`config.mk`:
```
export PLATFORM = sky130hd
export DESIGN_NAME = fpu_share_sched
export DESIGN_NICKNAME = d
export VERILOG_FILES = /design/src/rtl/fpu_share_sched.sv
export SDC_FILE = /design/constraint.sdc
export NUM_CORES = 2
export LEC_CHECK = 0
export CORE_UTILIZATION = 50
export CTS_CLUSTER_DIAMETER = 150
export CTS_CLUSTER_SIZE = 40
export DETAILED_ROUTE_END_ITERATION = 10
export PLACE_DENSITY = 0.69
export SYNTH_ARGS = -nofsm -noshare
export SYNTH_HDL_FRONTEND = slang
export SYNTH_SLANG_ARGS = --single-unit
```
`constraint.sdc`:
```
create_clock -name clk -period 141.3 [get_ports clk]
set_input_delay 21.195 -clock clk [delete_from_list [all_inputs] [get_ports clk]]
set_output_delay 21.195 -clock clk [all_outputs]
set_load 0.01 [all_outputs]
```
`src/rtl/fpu_share_sched.sv`:
```
// Round-robin scheduler sharing one combinational fsqrt and one fmul among NREQ requesters.
// Optional macro FSQRT_NEG_NAN_EN: negative non-zero fsqrt operands bypass EXEC and return qNaN.
module fpu_share_sched #(
    parameter int NREQ = 4,
    parameter int LAT  = 2,
    parameter int IDW  = 2
) (
    input  logic                 clk,
    input  logic                 rst,
    input  logic [NREQ-1:0]      req_valid,
    output logic [NREQ-1:0]      req_ready,
    input  logic [NREQ-1:0]      req_op,
    input  logic [32*NREQ-1:0]   req_a,
    input  logic [32*NREQ-1:0]   req_b,
    output logic                 resp_valid,
    input  logic                 resp_ready,
    output logic [IDW-1:0]       resp_id,
    output logic [31:0]          resp_data,
    output logic                 resp_ovf,
    output logic                 resp_udf
);

    localparam int CNTW = (LAT > 1) ? $clog2(LAT) : 1;
    localparam logic [31:0] QNAN = 32'h7FC0_0000;

    typedef enum logic [1:0] {IDLE, EXEC, RESP} state_t;

    state_t          state, state_d;
    logic [IDW-1:0]  rr_ptr;
    logic [IDW-1:0]  grant;
    logic            any_valid;
    logic            accept;
    logic            skip_exec;
    logic            op_sel;
    logic [31:0]     a_sel, b_sel;
    logic            op_q;
    logic [31:0]     a_q, b_q;
    logic [IDW-1:0]  id_q;
    logic [CNTW-1:0] cnt;

    // Round-robin search: the smallest offset from rr_ptr with a valid request wins.
    always_comb begin
        // NOTE: every always_comb output gets a default first so no path can infer a latch.
        grant     = '0;
        any_valid = 1'b0;
        for (int k = NREQ - 1; k >= 0; k--) begin
            logic [IDW:0] pos;
            pos = {1'b0, rr_ptr} + (IDW+1)'(k);
            if (pos >= (IDW+1)'(NREQ))
                pos = pos - (IDW+1)'(NREQ);
            for (int i = 0; i < NREQ; i++) begin
                if (pos == (IDW+1)'(i) && req_valid[i]) begin
                    grant     = IDW'(i);
                    any_valid = 1'b1;
                end
            end
        end
    end

    always_comb begin
        op_sel = 1'b0;
        a_sel  = '0;
        b_sel  = '0;
        for (int i = 0; i < NREQ; i++) begin
            if (grant == IDW'(i)) begin
                op_sel = req_op[i];
                a_sel  = req_a[32*i +: 32];
                b_sel  = req_b[32*i +: 32];
            end
        end
    end

    assign accept = (state == IDLE) && !rst && any_valid;

`ifdef FSQRT_NEG_NAN_EN
    assign skip_exec = !op_sel && a_sel[31] && (a_sel[30:0] != 31'd0);
`else
    assign skip_exec = 1'b0;
`endif

    // ---------------- fmul: round-to-nearest-even, subnormals flushed to zero ----------------
    logic [47:0]       prod;
    logic signed [9:0] mul_exp;
    logic [22:0]       mul_frac;
    logic              mul_guard, mul_sticky, mul_rnd;
    logic [23:0]       mul_frac_r;
    logic              mul_sign;
    logic              a_nan, a_inf, a_zero, b_nan, b_inf, b_zero;
    logic [31:0]       mul_res;
    logic              mul_ovf, mul_udf;

    always_comb begin
        mul_res  = '0;
        mul_ovf  = 1'b0;
        mul_udf  = 1'b0;
        mul_sign = a_q[31] ^ b_q[31];
        a_nan    = (a_q[30:23] == 8'hFF) && (a_q[22:0] != 23'd0);
        a_inf    = (a_q[30:23] == 8'hFF) && (a_q[22:0] == 23'd0);
        a_zero   = (a_q[30:23] == 8'h00);
        b_nan    = (b_q[30:23] == 8'hFF) && (b_q[22:0] != 23'd0);
        b_inf    = (b_q[30:23] == 8'hFF) && (b_q[22:0] == 23'd0);
        b_zero   = (b_q[30:23] == 8'h00);
        prod     = {1'b1, a_q[22:0]} * {1'b1, b_q[22:0]};
        mul_exp  = $signed({2'b00, a_q[30:23]}) + $signed({2'b00, b_q[30:23]}) - 10'sd127;
        if (prod[47]) begin
            mul_frac   = prod[46:24];
            mul_guard  = prod[23];
            mul_sticky = |prod[22:0];
            mul_exp    = mul_exp + 10'sd1;
        end else begin
            mul_frac   = prod[45:23];
            mul_guard  = prod[22];
            mul_sticky = |prod[21:0];
        end
        mul_rnd    = mul_guard & (mul_sticky | mul_frac[0]);
        mul_frac_r = {1'b0, mul_frac} + {23'd0, mul_rnd};
        // A rounding carry leaves the fraction at zero and bumps the exponent.
        if (mul_frac_r[23])
            mul_exp = mul_exp + 10'sd1;

        if (a_nan || b_nan || (a_inf && b_zero) || (b_inf && a_zero))
            mul_res = QNAN;
        else if (a_inf || b_inf)
            mul_res = {mul_sign, 8'hFF, 23'd0};
        else if (a_zero || b_zero)
            mul_res = {mul_sign, 31'd0};
        else if (mul_exp >= 10'sd255) begin
            mul_res = {mul_sign, 8'hFF, 23'd0};
            mul_ovf = 1'b1;
        end else if (mul_exp <= 10'sd0) begin
            mul_res = {mul_sign, 31'd0};
            mul_udf = 1'b1;
        end else
            mul_res = {mul_sign, mul_exp[7:0], mul_frac_r[22:0]};
    end

    // ---------------- fsqrt: restoring square root, one guard bit ----------------
    // Exact ties cannot occur for a square root, so the guard bit alone decides rounding.
    logic [49:0] sq_rad;
    logic [27:0] sq_rem, sq_trial;
    logic [24:0] sq_root;
    logic [7:0]  sq_exp;
    logic [22:0] sq_frac;
    logic [31:0] sqrt_res;

    always_comb begin
        sq_rad  = a_q[23] ? {2'b01, a_q[22:0], 25'd0} : {1'b1, a_q[22:0], 26'd0};
        sq_rem  = '0;
        sq_root = '0;
        sq_trial = '0;
        for (int i = 0; i < 25; i++) begin
            sq_rem   = {sq_rem[25:0], sq_rad[49:48]};
            sq_rad   = sq_rad << 2;
            sq_trial = {1'b0, sq_root, 2'b01};
            if (sq_rem >= sq_trial) begin
                sq_rem  = sq_rem - sq_trial;
                sq_root = {sq_root[23:0], 1'b1};
            end else begin
                sq_root = {sq_root[23:0], 1'b0};
            end
        end
        sq_exp  = {1'b0, a_q[30:24]} + 8'd63 + {7'd0, a_q[23]};
        sq_frac = sq_root[23:1] + {22'd0, sq_root[0]};

        if ((a_q[30:23] == 8'hFF) && (a_q[22:0] != 23'd0))
            sqrt_res = QNAN;
        else if (a_q[30:23] == 8'h00)
            sqrt_res = {a_q[31], 31'd0};
        else if (a_q[31])
            sqrt_res = QNAN;
        else if (a_q[30:23] == 8'hFF)
            sqrt_res = 32'h7F80_0000;
        else
            sqrt_res = {1'b0, sq_exp, sq_frac};
    end

    // ---------------- control FSM ----------------
    always_ff @(posedge clk) begin
        if (rst)
            state <= IDLE;
        else
            state <= state_d;
    end

    always_comb begin
        state_d = state;
        case (state)
            IDLE:    if (accept) state_d = skip_exec ? RESP : EXEC;
            EXEC:    if (cnt == '0) state_d = RESP;
            RESP:    if (resp_ready) state_d = IDLE;
            default: state_d = IDLE;
        endcase
    end

    always_comb begin
        req_ready = '0;
        if (accept) begin
            for (int i = 0; i < NREQ; i++)
                if (grant == IDW'(i))
                    req_ready[i] = 1'b1;
        end
    end

    // Operand, pointer and response registers.
    always_ff @(posedge clk) begin
        if (rst) begin
            // NOTE: sequential state uses non-blocking assignments so every register samples pre-edge values.
            rr_ptr     <= '0;
            op_q       <= 1'b0;
            a_q        <= '0;
            b_q        <= '0;
            id_q       <= '0;
            cnt        <= '0;
            resp_valid <= 1'b0;
            resp_data  <= '0;
            resp_id    <= '0;
            resp_ovf   <= 1'b0;
            resp_udf   <= 1'b0;
        end else begin
            case (state)
                IDLE: begin
                    if (accept) begin
                        op_q   <= op_sel;
                        a_q    <= a_sel;
                        b_q    <= b_sel;
                        id_q   <= grant;
                        rr_ptr <= (grant == IDW'(NREQ - 1)) ? '0 : grant + 1'b1;
                        cnt    <= CNTW'(LAT - 1);
                        if (skip_exec) begin
                            resp_valid <= 1'b1;
                            resp_data  <= QNAN;
                            resp_id    <= grant;
                            resp_ovf   <= 1'b0;
                            resp_udf   <= 1'b0;
                        end
                    end
                end
                EXEC: begin
                    if (cnt == '0) begin
                        resp_valid <= 1'b1;
                        resp_data  <= op_q ? mul_res : sqrt_res;
                        resp_id    <= id_q;
                        resp_ovf   <= op_q & mul_ovf;
                        resp_udf   <= op_q & mul_udf;
                    end else begin
                        cnt <= cnt - 1'b1;
                    end
                end
                RESP: begin
                    if (resp_ready)
                        resp_valid <= 1'b0;
                end
                default: ;
            endcase
        end
    end

endmodule

```
**Word-level counts from Yosys, hierarchy flattened**

Cells that the tools add are included.

- Bits in registers: 109
- Bits of input ports: 267
- Output and inout port bits: 41
- Logic and storage cells: 301

- Add/sub/neg operators: 41
- Multipliers: 1
- $lt $le $gt $ge: 31
- Equality and inequality tests: 22
- Multiplexer cells: 137
- Bitwise operators: 6
- Reduce and logical (&&, ||, !) cells: 51

Operators by type and width:

| cell | number |
|---|---|
| $mux 26 | 24 |
| $mux 32 | 12 |
| $mux 31 | 6 |
| $mux 1 | 65 |
| $mux 50 | 1 |
| $mul 24x24->48 | 1 |
| $logic_not 23->1 | 2 |
| $reduce_bool 23->1 | 2 |
| $mux 2 | 18 |
| $ge 28x10->1 | 1 |
| $ge 28x11->1 | 1 |
| $ge 28x12->1 | 1 |
| $ge 28x13->1 | 1 |
| $ge 28x14->1 | 1 |
| $ge 28x15->1 | 1 |
| $ge 28x16->1 | 1 |
| $ge 28x17->1 | 1 |
| $ge 28x18->1 | 1 |
| $ge 28x19->1 | 1 |
| $ge 28x20->1 | 1 |
| $ge 28x21->1 | 1 |
| $ge 28x22->1 | 1 |
| $ge 28x23->1 | 1 |
| $ge 28x24->1 | 1 |
| other kinds (78) | 143 |

**Depth between registers and ports, before layout**

- Depth after elaboration: 57
- Depth in mapped cells: 485
- Mapped depth without buffers: 448

**Worst setup path after synthesis**

No wires, ideal clock.

- Path type: register to register
- Start: register a_q[23]
- End: register resp_data[17]
- Library setup time: 0.132 ns
- Data arrival time: 83.377 ns
- Required time: 141.168 ns
- Setup slack: 57.791 ns
- Cell stages (with the launch flop): 476
- Path buffers: 40
- Period minus slack after synthesis: 83.509 ns
- Cell sequence: dfxtp_1 > buf_4 > buf_4 > inv_2 > buf_2 > a21boi_0 > ha_1 > nor3b_2 > nor2_1 > inv_1 > buf_2 > ha_1 > a22o_1 > nor3_1 > a21o_1 > nand2_1 > inv_1 > mux2i_1 > [440 not listed] > nor2b_1 > o21ai_0 > nand2b_1 > a21oi_1 > nor2b_1 > o21ai_0 > o311ai_1 > a221o_1 > nor4bb_1 > nor3_1 > ha_1 > and2_1 > nand3_1 > nor2_1 > nand3_1 > xnor2_1 > a221oi_1 > nor3_1

- Longest elaborated chain between the ends: 57
- Elaborated cells on any way between the ends: 129
- Classes of those cells: add/sub (29); order compare (27); eq/ne (1); mux (62); reduce/logical (10)

RTL lines:

| what | line | text |
|---|---|---|
| start, declared | 37 | `logic [31:0] a_q, b_q;` |
| start signal, assigned | 224 | `a_q <= a_sel;` |
| $mux 50 | 147 | `sq_rad = a_q[23] ? {2'b01, a_q[22:0], 25'd0} : {1'b1, a_q[22:0], 26'd0};` |
| $sub 2x1->3 or $ge 2x1->1 (tied branches) | 156, 155 |  |
| $mux 26 or $mux 1 (tied branches) | 155 | `if (sq_rem >= sq_trial) begin` |
| $sub 26x3->26 or $ge 28x3->1 (tied branches) | 156, 155 |  |
| $mux 26 or $mux 1 (tied branches) | 155 |  |
| $sub 26x4->26 or $ge 28x4->1 (tied branches) | 156, 155 |  |
| $mux 26 or $mux 1 (tied branches) | 155 |  |
| $sub 26x5->26 or $ge 28x5->1 (tied branches) | 156, 155 |  |
| [41 not listed] | n/a |  |
| $ge 28x26->1 | 155 |  |
| $mux 1 | 155 |  |
| $add 23x1->23 | 163 | `sq_frac = sq_root[23:1] + {22'd0, sq_root[0]};` |
| $mux 31 | 171 | `else if (a_q[30:23] == 8'hFF)` |
| $mux 31 | 169 | `else if (a_q[31])` |
| $mux 32 | 167 | `else if (a_q[30:23] == 8'h00)` |
| $mux 32 | 165 | `if ((a_q[30:23] == 8'hFF) && (a_q[22:0] != 23'd0))` |
| $mux 32 (*) | 241 | `resp_data <= op_q ? mul_res : sqrt_res;` |
| end signal, assigned | 241 |  |
| end, declared | 18 | `output logic [31:0] resp_data,` |

Every way passes the cells marked *; elsewhere a longest branch is shown, timed or not.
A chain may end at the register's enable or synchronous reset.

**Worst setup path after layout**

- Start: register a_q[23]
- End: register resp_data[22]

Same word-level chain as after synthesis.

==> qor.tcl <==
set qor(cap_violations) 0
set qor(via_count) 51421
set qor(clk_transition_reported_paths_ns) 0.08
set qor(postCtsSetupRepairBufs) 0
set qor(syn-instance-count) 6917
set qor(clock-skew-final_ns) 0.0136
set qor(cts_buffers) 9
set qor(final_hold_viol_count) 0
set qor(design.die.area_um2) 104000
set qor(drt-vias-per-instance) 6.12
set qor(postCtsResizedCells) 0
set qor(synth-edff-count) 0
set qor(synthArstFlopShare_pct) 0
set qor(end_kind) {flop}
set qor(synth-seq-cells) 109
set qor(final_util_pct) 54.9
set qor(htree_num_levels) 3
set qor(wire_per_inst_um) 21.1
set qor(design.final.nets) 8308
set qor(cts_tree) {built}
set qor(setup-violations-final) 0
set qor(layout.filler_cells) 9742
set qor(min-delay-path-class) {reg -> reg}
set qor(synth_mux_area_share_pct) 2.47
set qor(row_count) 117
set qor(yosys_warnings) 0
set qor(worst_path_setup_slack_after_routing_ns) 43.92
set qor(crit_path_top_delay_cell) {inv_2}
set qor(port_buffers) 307
set qor(antenna_found_initial) 11
set qor(dpl-instance-area_um2) 55500
set qor(timing.slew.headroom_pct) 16.9
set qor(timing.setup.critical_path_class) {reg -> reg}
set qor(count_of_distinct_cell_types_in_the_synthesized_netlist) 140
set qor(height_of_the_chip_um) 322
set qor(ioPinCount) 308
set qor(drive_gt1_share_pct) 4.31
set qor(die_width_um) 322
set qor(seq_area_frac_synth_pct) 4.26
set qor(post-route-drc-count) 0
set qor(global_route.usage.total_pct) 34.1
set qor(outcome) {complete, no violations}
set qor(worst_ep_required_time_ns) 141.60
set qor(syn_area_um2) 51300
set qor(routed_wirelength_mm) 177
set qor(synthDominantCellAreaShare_pct) 18.9
set qor(multiInputGateArea_um2) 45200
set qor(dr.pass1.iters) 7
set qor(timing.critical_path.from_type) {flop}
set qor(area_share_of_fa_ha_maj_cells_after_synthesis_pct) 31.9
set qor(fmax_mhz) 10.3
set qor(synth_simple_gate_area_share_pct) 22.5
set qor(global_route_wire_length_before_repair_mm) 282
set qor(hpwl_mm) 142
set qor(finalMaxSlewViolations) 0
set qor(cts.sinks) 109
set qor(post-route-min-period_ns) 97.38
set qor(post-place-ws_ns) 45.91
set qor(synth_area_leaders) {fa_1, ha_1, a21oi_1, nand2_1, xnor2_1}
set qor(synth_compound_gate_area_share_pct) 23.9
set qor(synthDominantAreaCellType) {fa_1}
set qor(root_buffer) {clkbuf_16}
set qor(design.core.area_um2) 102000
set qor(area.growth.synth_to_final_pct) 8.90
set qor(setup_tns_ns) 0
set qor(synth_flop_cell) {dfxtp_1}
set qor(seqCellArea_um2) 2180
set qor(arrival_time_at_the_worst_endpoint_ns) 97.68
set qor(worst-slew-pin-transition_ns) 1.21
set qor(cts-hold-fix-buffers) 0
set qor(insertion_delay_ns) 0.39
set qor(most_prevalent_standard_cell_on_the_critical_path) {a21oi_1}
set qor(drt.antenna.violating_nets) 0
set qor(overflow) 0
set qor(grt_pass1_vias) 50870
set qor(unrepaired_setup_endpoints_after_global_routing) {false}
set qor(finalWeightedCongestion) 1.02
set qor(drt-initial-drc-count) 4509
set qor(largest_net_degree_at_the_start_of_global_routing) 93
set qor(cp_max_fo) 44
set qor(final.period_utilization_pct) 68.9
set qor(synth_top_family_by_area) {adder cells}
set qor(yosys.area_share.xor_xnor_pct) 6.92
set qor(cts-root-to-sink-buffers) 2
set qor(initial_utilization_pct) 50.4
set qor(design_area_um2) 55800
set qor(critical_path.max_stage_delay_ns) 0.82
set qor(synth_area_per_cell_um2) 7.41
[routing by layer]
| layer | vias to the layer above | GRT usage [%] | wire length (µm) |
|---|---|---|---|
| met5 | - | 0 | 68 |
| met4 | 10 | 12.8 | 7070 |
| met3 | 417 | 5.30 | 13700 |
| met2 | 2031 | 54.4 | 78700 |
| met1 | 24770 | 46.3 | 77600 |
| li1 | 24193 | - | - |
[layout by cell type (no fill, tap or decap), drive strengths merged, types with 17 or more instances in the layout]
cell type	count
nand2	770
inv	717
a21oi	640
nor2	571
ha	534
fa	484
o21ai	325
xnor2	308
clkdlybuf4s50	306
and2	273
o21bai	180
nand3	125
nor3	122
dfxtp	109
nand4	97
a21o	96
xor2	94
buf	93
o211ai	92
mux2i	78
a31oi	73
and3	62
a211oi	62
nor4	56
a22oi	52
nand2b	46
mux2	42
nor2b	41
o21a	37
o31ai	37
or3	35
or2	30
and4	27
conb	27
a311oi	23
a21boi	21
nor3b	18
or4	17
[synthesized netlist by cell type (41+ instances only)]
cell type    n
nand4_1     90
a21oi_1    633
o211ai_1    90
inv_1      703
a211oi_1    57
nand3_1    119
nand2b_1    45
xnor2_1    307
mux2i_1     77
nor3_1     115
o21bai_1   180
nor4_1      51
and3_1      61
a22oi_1     50
xor2_1      93
nor2b_1     41
dfxtp_1    109
fa_1       484
ha_1       534
nor2_1     567
nand2_1    764
clkbuf_1   246
and2_1     271
a31oi_1     70
a21o_1      96
o21ai_0    291
[worst max-delay path: cells and delay by family (launching register included)]
kind,cells,cell delay [ns]
AOI/OAI and AO/OA,248,43.43
and+or+nand+nor,104,25.62
buffers and inverters,52,14.73
adders and majority gates,35,10.10
muxes,9,2.73
DFF,1,0.31
[kinds of logic (layout without fill, tap and decap cells)]
| group | Yosys count | after routing |
|---|---|---|
| other | 2 | 31 |
| AND/OR/NAND/NOR | 2343 | 2343 |
| buffers and inverters | 1050 | 1136 |
| XOR/XNOR | 402 | 402 |
| flip-flops | 109 | 109 |
| multiplexers | 120 | 120 |
| AO/OA/AOI/OAI | 1873 | 1873 |
| adder cells (fa/ha/maj) | 1018 | 1018 |
[stage by stage]
| step | hold slack, ns | instances |
|---|---|---|
| 2_1_floorplan | 0.432 | 6942 |
| 3_3_place_gp | 0.441 | 8380 |
| 3_5_place_dp | 0.454 | 8380 |
| 4_1_cts | 0.468 | 8396 |
| 5_1_grt | 0.504 | 8396 |
| 6_report | 0.467 | 8400 |
[sequential cells by signal (all words and copies together), names as in the netlist]
name / flops
b_q: 32
a_q: 32
state: 2
rr_ptr: 2
op_q: 1
id_q: 2
resp_ovf: 1
cnt: 1
resp_data: 32
resp_udf: 1
resp_valid: 1
resp_id: 2
[final cells by class]
cell class	instances	area share (%)
Clock inverter	5	0.0762
Inverter	721	4.85
Multi-Input combinational cell	5783	80.9
Sequential cell	109	3.91
Tap cell	1368	3.07
Antenna cell	4	0.0179
Clock buffer	11	0.453
Timing Repair Buffer	399	6.74
[path summary, 6_finish.rpt]
kind	start	to	slack, ns	depth (start not counted)
min	resp_udf	resp_udf	0.47	2
max	a_q[23]	resp_data[22]	43.92	448
min reg2reg	resp_udf	resp_udf	0.47	2
max reg2reg	a_q[23]	resp_data[22]	43.92	448
Power is left out: the tool's default activity adds up to more than one toggle a clock period on the data nets, which glitch-free logic cannot reach.
